[config.mk]
export PLATFORM = sky130hd
export DESIGN_NAME = uart_rx_core
export DESIGN_NICKNAME = d
export VERILOG_FILES = /design/src/rtl/uart_pkg.sv /design/src/rtl/uart_rx_fifo.sv /design/src/rtl/uart_rx_core.sv
export SDC_FILE = /design/constraint.sdc
export NUM_CORES = 1
export LEC_CHECK = 0
export CAP_MARGIN = 20
export CORE_ASPECT_RATIO = 0.75
export CORE_MARGIN = 5
export CORE_UTILIZATION = 45
export DETAILED_ROUTE_END_ITERATION = 12
export SETUP_SLACK_MARGIN = 0.05
export SLEW_MARGIN = 20
export SYNTH_ARGS = -nofsm -noshare
export SYNTH_HDL_FRONTEND = slang
export SYNTH_SLANG_ARGS = --single-unit
[constraint.sdc]
create_clock -name avl_clk_i -period 16.15 [get_ports avl_clk_i]
set_input_delay 3.23 -clock avl_clk_i [delete_from_list [all_inputs] [get_ports avl_clk_i]]
set_output_delay 3.23 -clock avl_clk_i [all_outputs]
set_load 0.1 [all_outputs]
[src/rtl/uart_pkg.sv]
// Shared types and constants for the UART receive path.
package uart_pkg;

    typedef enum logic [1:0] {IDLE, START, DATA, STOP} rx_state_t;

    localparam int unsigned MIN_CLK_PER_BIT = 4;

    // Width of the data-bit index; never narrower than one bit.
    function automatic int unsigned bit_idx_width(input int unsigned datasize);
        return (datasize > 1) ? $clog2(datasize) : 1;
    endfunction

endpackage

[src/rtl/uart_rx_fifo.sv]
// Receive word FIFO, first-word-fall-through, any depth (pointers wrap explicitly).
module uart_rx_fifo #(
    parameter int unsigned DATASIZE = 20,
    parameter int unsigned FIFOSIZE = 10
) (
    input  logic                clk,
    input  logic                rst,
    input  logic                push,
    input  logic [DATASIZE-1:0] push_data,
    input  logic                pop,
    output logic [DATASIZE-1:0] head,
    output logic                empty,
    output logic                full
);

    localparam int unsigned PW = (FIFOSIZE > 1) ? $clog2(FIFOSIZE) : 1;
    localparam int unsigned CW = $clog2(FIFOSIZE + 1);

    logic [DATASIZE-1:0] mem [FIFOSIZE];
    logic [PW-1:0]       wr_ptr;
    logic [PW-1:0]       rd_ptr;
    logic [CW-1:0]       count;
    logic                do_push;
    logic                do_pop;

    function automatic logic [PW-1:0] next_ptr(input logic [PW-1:0] p);
        return (p == PW'(FIFOSIZE - 1)) ? '0 : p + PW'(1);
    endfunction

    // push and pop are single-cycle strobes with no back-pressure: a push is
    // taken when not full or when a pop lands the same cycle; a pop on empty is dropped.
    assign empty   = (count == '0);
    assign full    = (count == CW'(FIFOSIZE));
    assign do_push = push && (!full || pop);
    assign do_pop  = pop && !empty;
    assign head    = empty ? '0 : mem[rd_ptr];

    always_ff @(posedge clk) begin
        if (do_push) mem[wr_ptr] <= push_data;
    end

    always_ff @(posedge clk or posedge rst) begin
        if (rst) begin
            wr_ptr <= '0;
            rd_ptr <= '0;
            count  <= '0;
        end else begin
            if (do_push) wr_ptr <= next_ptr(wr_ptr);
            if (do_pop)  rd_ptr <= next_ptr(rd_ptr);
            case ({do_push, do_pop})
                2'b10:   count <= count + CW'(1);
                2'b01:   count <= count - CW'(1);
                default: count <= count;
            endcase
        end
    end

endmodule

[src/rtl/uart_rx_core.sv]
// UART receiver: synchroniser, frame FSM, sticky error flags and receive FIFO.
module uart_rx_core
    import uart_pkg::*;
#(
    parameter int unsigned DATASIZE = 20,
    parameter int unsigned FIFOSIZE = 10
) (
    input  logic                avl_clk_i,
    input  logic                avl_reset_i,
    input  logic                rx_i,
    input  logic [31:0]         clk_per_bit_i,
    output logic [DATASIZE-1:0] rx_data_o,
    output logic                rx_avail_o,
    output logic                rx_full_o,
    input  logic                rx_pop_i,
    output logic                overrun_o,
    output logic                frame_err_o,
    input  logic                clear_err_i,
    output rx_state_t           rx_state_o
);

    localparam int unsigned BW = bit_idx_width(DATASIZE);

    rx_state_t           state_q, state_d;
    logic [1:0]          sync_q;
    logic                prev_q;
    logic [31:0]         period_q;
    logic [31:0]         cnt_q;
    logic [BW-1:0]       bit_idx_q;
    logic [DATASIZE-1:0] shift_q;
    logic                overrun_q, ferr_q;
    logic                rxs, falling, last_bit;
    logic                start_sample, data_sample, stop_sample;
    logic                push, overrun_set, ferr_set;
    logic                fifo_empty, fifo_full;

    assign rxs      = sync_q[1];
    assign falling  = prev_q && !rxs;
    assign last_bit = (bit_idx_q == BW'(DATASIZE - 1));

    always_ff @(posedge avl_clk_i or posedge avl_reset_i) begin
        if (avl_reset_i) state_q <= IDLE;
        else             state_q <= state_d;
    end

    always_comb begin
        state_d = state_q;
        case (state_q)
            IDLE:    if (falling) state_d = START;
            START:   if (start_sample) state_d = rxs ? IDLE : DATA;
            DATA:    if (data_sample && last_bit) state_d = STOP;
            STOP:    if (stop_sample) state_d = IDLE;
            default: state_d = IDLE;
        endcase
    end

    always_comb begin
        start_sample = 1'b0;
        data_sample  = 1'b0;
        stop_sample  = 1'b0;
        case (state_q)
            START:   start_sample = (cnt_q == (period_q >> 1));
            DATA:    data_sample  = (cnt_q == period_q - 32'd1);
            STOP:    stop_sample  = (cnt_q == period_q - 32'd1);
            default: ;
        endcase
        push        = stop_sample && rxs && (!fifo_full || rx_pop_i);
        overrun_set = stop_sample && rxs && fifo_full && !rx_pop_i;
        ferr_set    = stop_sample && !rxs;
    end

    // Idle-high reset of the synchroniser keeps reset release from looking like a start edge.
    always_ff @(posedge avl_clk_i or posedge avl_reset_i) begin
        if (avl_reset_i) begin
            sync_q    <= 2'b11;
            prev_q    <= 1'b1;
            period_q  <= '0;
            cnt_q     <= '0;
            bit_idx_q <= '0;
            shift_q   <= '0;
            overrun_q <= 1'b0;
            ferr_q    <= 1'b0;
        end else begin
            sync_q <= {sync_q[0], rx_i};
            prev_q <= rxs;
            case (state_q)
                IDLE: begin
                    cnt_q <= '0;
                    if (falling)
                        period_q <= (clk_per_bit_i < 32'(MIN_CLK_PER_BIT)) ?
                                    32'(MIN_CLK_PER_BIT) : clk_per_bit_i;
                end
                START: begin
                    if (start_sample) begin
                        cnt_q     <= '0;
                        bit_idx_q <= '0;
                    end else begin
                        cnt_q <= cnt_q + 32'd1;
                    end
                end
                DATA: begin
                    if (data_sample) begin
                        cnt_q     <= '0;
                        bit_idx_q <= bit_idx_q + BW'(1);
                        shift_q   <= {rxs, shift_q[DATASIZE-1:1]};
                    end else begin
                        cnt_q <= cnt_q + 32'd1;
                    end
                end
                STOP:    cnt_q <= stop_sample ? '0 : cnt_q + 32'd1;
                default: cnt_q <= '0;
            endcase
            overrun_q <= overrun_set | (overrun_q & ~clear_err_i);
            ferr_q    <= ferr_set | (ferr_q & ~clear_err_i);
        end
    end

    uart_rx_fifo #(
        .DATASIZE (DATASIZE),
        .FIFOSIZE (FIFOSIZE)
    ) u_fifo (
        .clk       (avl_clk_i),
        .rst       (avl_reset_i),
        .push      (push),
        .push_data (shift_q),
        .pop       (rx_pop_i),
        .head      (rx_data_o),
        .empty     (fifo_empty),
        .full      (fifo_full)
    );

    assign rx_avail_o  = !fifo_empty;
    assign rx_full_o   = fifo_full;
    assign overrun_o   = overrun_q;
    assign frame_err_o = ferr_q;
    assign rx_state_o  = state_q;

endmodule

==> flow_metrics.py <==
metrics = {
    "die": {
        "core_sq_um": 31200,
        "rows": 56,
        "start_util": 0.455,
        "die_h_um": 164,
        "die_w_um": 215,
        "dieArea_sq_um": 35200,
        "ios": 63,
    },
    "placement": {
        "dp_hpwl_um": 19300,
        "place_congestion": 0.868,
        "portBuffers": 62,
    },
    "synth": {
        "yosys_warnings": 0,
        "ys_seq_area_frac": 0.614,
        "synth_top_area_share": 0.423,
        "synthFlopType": "edfxtp_1",
        "synth_edf_count": 200,
        "ys_top_cells_by_area": "edfxtp_1 42%, dfrtp_1 19%, mux4_2 6.3%",
        "synth_largest_area_cell": "edfxtp_1",
        "syn_area_per_cell_sq_um": 14.3,
        "syn_area_sq_um": 14200,
        "synth_seq_cells": 308,
        "netlist_instances": 990,
        "synthArstFlopShare": 0.351,
        "ys_types": 69,
        "syn_nets": 1033,
    },
    "sta": {
        "final.setup.tns_ns": 0,
        "hold_viol": 0,
        "rsz0062_at_grt": "false",
        "period_needed_ns": 7.49,
        "min_period_over_period": 0.464,
        "setup_viol": 0,
        "finalMaxSlewViolations": 0,
        "relSlewSlack": 0.286,
        "fin_skew_ns": 0.0149,
        "clock.fmax_mhz": 134,
        "worstMarginPinSlew_ns": 1.07,
    },
    "worst_hold_path": {
        "whs_endpoint": "sync_q[1]",
        "hp-start": "sync_q[0]",
        "hp-class": "reg -> reg",
        "hold_depth": 0,
    },
    "clocking": {
        "post_cts_buffers": 0,
        "cts.clk_slew.worst_paths_ns": 0.06,
        "holdBufCountCts": 0,
        "clockBufferDepth": 3,
        "cts_made_buffers": 31,
        "clock_latency_ns": 0.56,
        "cts_resized": 0,
        "clockRootBuffer": "clkbuf_16",
        "h-tree-depth": 1,
        "numClockSinks": 308,
        "tritoncts": "built",
    },
    "power_and_ir_drop": {
        "powerDensity_nw_per_um2": 126,
        "pwr-share-clk": 0.380,
        "combPwrFrac": 0.135,
        "p_int_mw": 1.49,
        "p_leak_nw": 5.97,
        "seqPwrFrac": 0.485,
        "ir_worst_vdd_mv": 0.0881,
        "switchingPower_mw": 0.554,
        "power.share.switching": 0.270,
    },
    "worst_setup_path": {
        "crit_arrival_ns": 4.26,
        "cp_data_required_time_ns": 12.92,
        "r2r_slack_ns": 10.98,
        "worst_setup_path_end_kind": "output port",
        "start_kind": "flip-flop",
        "crit_fanout": 41,
        "critPathLaunch": "u_fifo.rd_ptr[0]",
        "regToRegEndpoint": "u_fifo.count[2]",
        "worst-setup-path-type": "reg -> out",
        "reg2reg_from": "period_q[1]",
        "r2r.worst_path.cells": 18,
    },
    "layout": {
        "final_core_utilization": 0.522,
        "area_growth_pct": 14.6,
        "n_antenna_cell": 0,
        "drive_gt1_frac": 0.185,
        "nets": 1075,
    },
    "global_routing": {
        "antenna_found_initial": 0,
        "grt_pass1_vias": 8082,
        "grt_pass1_wl_um": 49800,
        "grt_max_degree": 63,
        "grt_overflow": 0,
        "grt_use_total": 0.182,
    },
    "detailed_routing": {
        "drtAntennaViolNets": 0,
        "dr.pass1.iters": 5,
        "drc": 0,
        "first_iter_violations": 644,
        "vias_per_cell": 5.61,
        "wirelength_um": 31900,
        "vias": 8208,
        "wire_per_inst_um": 21.9,
    },
    "job": {
        "maxCapViolCount": 0,
    },
    "outcome": {
        "status": "finished clean",
    },
}
-- registers in the layout (all words and copies together) (netlist names), 2 cells and up, named ones only --
register	cells
cnt_q	32
period_q	32
u_fifo.wr_ptr	4
shift_q	20
u_fifo.rd_ptr	4
u_fifo.count	4
bit_idx_q	5
u_fifo.mem	200
sync_q	2
-- synthesized netlist by cell type, types with 3 or more instances --
cell type,number
edfxtp_1,200
dfrtp_1,105
xnor2_1,66
nor2_1,64
clkbuf_1,51
a211oi_1,44
xor2_1,43
mux4_2,40
mux2_2,32
nor4_1,31
nor2b_1,28
mux2i_1,26
nor3_1,26
nand2_1,24
nand3_1,22
mux2_4,18
inv_1,17
buf_6,14
nand4_1,13
a21oi_1,7
o21a_1,7
o21ai_0,7
and3_1,6
ha_1,6
nand2b_1,6
a31oi_1,4
and2_1,4
and4_1,4
buf_1,4
nor3b_1,4
or3_1,4
or4_1,4
dfstp_2,3
nor4b_1,3
o211ai_1,3
o311ai_0,3
o31a_1,3
-- worst max path at each step --
stage and end:
2_1_floorplan rx_data_o[10], 3_3_place_gp rx_data_o[13], 3_5_place_dp rx_data_o[13], 4_1_cts rx_data_o[13], 5_1_grt rx_data_o[13], 6_report rx_data_o[13]
-- metal layers --
layer,up-vias,GRT usage,part of all wire
met3,35,0.0354,0.049
met5,-,0,0
li1,3818,-,-
met1,4194,0.298,0.52
met4,0,0.0314,0.015
met2,161,0.255,0.41
-- per-stage QoR --
stage	setup WS, ns	hold slack (ns)	power (mW)	cells	instance area (sq um)
detailed placement	9.09	0.355	1.28	1405	15200
CTS	8.49	0.377	2.06	1462	16300
global route	8.39	0.376	2.13	1462	16300
finish	8.66	0.377	2.05	1462	16300
global placement	9.12	0.348	1.27	1405	15200
floorplan	8.85	0.345	1.21	990	14200
-- layout by cell type, fill, tap and decap left out, types with 13 or more instances in the layout --
cell             count
edfxtp_1           200
dfrtp_1            103
xnor2_1             66
nor2_1              63
clkdlybuf4s50_1     62
a211oi_1            44
xor2_1              43
mux4_2              40
mux2_2              32
clkbuf_16           31
nor2b_1             28
nor4_1              26
mux2i_1             26
nand2_1             24
nor3_1              22
nand3_1             22
buf_4               19
mux2_4              18
inv_1               16
nand4_1             13
-- cell type report --
type / instances / area [sq um]
fillers: 2599 / 14900
flip-flops and latches: 308 / 8720
multi-input cells: 593 / 5110
clock buffers: 39 / 826
repair buffers: 81 / 763
well taps: 406 / 508
clock inverters: 18 / 283
inverters: 17 / 66.3
-- critical path: stages (launching register included) --
cell,delay (ns)
dfrtp_4,0.70
buf_4,0.73
mux4_2,0.35
nor2b_1,0.13
a211oi_1,0.07
a211oi_1,0.47
clkdlybuf4s50_1,1.22
-- power by group through the flow --
stage | Combinational, mW | Sequential [mW] | Clock [mW]
2_1_floorplan | 0.273 | 0.933 | 0
3_3_place_gp | 0.269 | 1.01 | 0
3_5_place_dp | 0.272 | 1.01 | 0
4_1_cts | 0.274 | 0.991 | 0.798
5_1_grt | 0.301 | 1.00 | 0.828
6_report | 0.277 | 0.994 | 0.777
-- cell families (layout without fill, tap and decap cells) --
family | Yosys count | count (layout) | synth area share
adders and majority gates | 6 | 6 | 0.00529
DFF | 308 | 308 | 0.614
xor gates and xnor gates | 109 | 109 | 0.0672
AOI/OAI and AO/OA | 100 | 100 | 0.0528
and+or+nand+nor | 262 | 262 | 0.103
buffers and inverters | 89 | 155 | 0.0315
muxes | 116 | 116 | 0.126
Power figures use the tool's default switching activity.
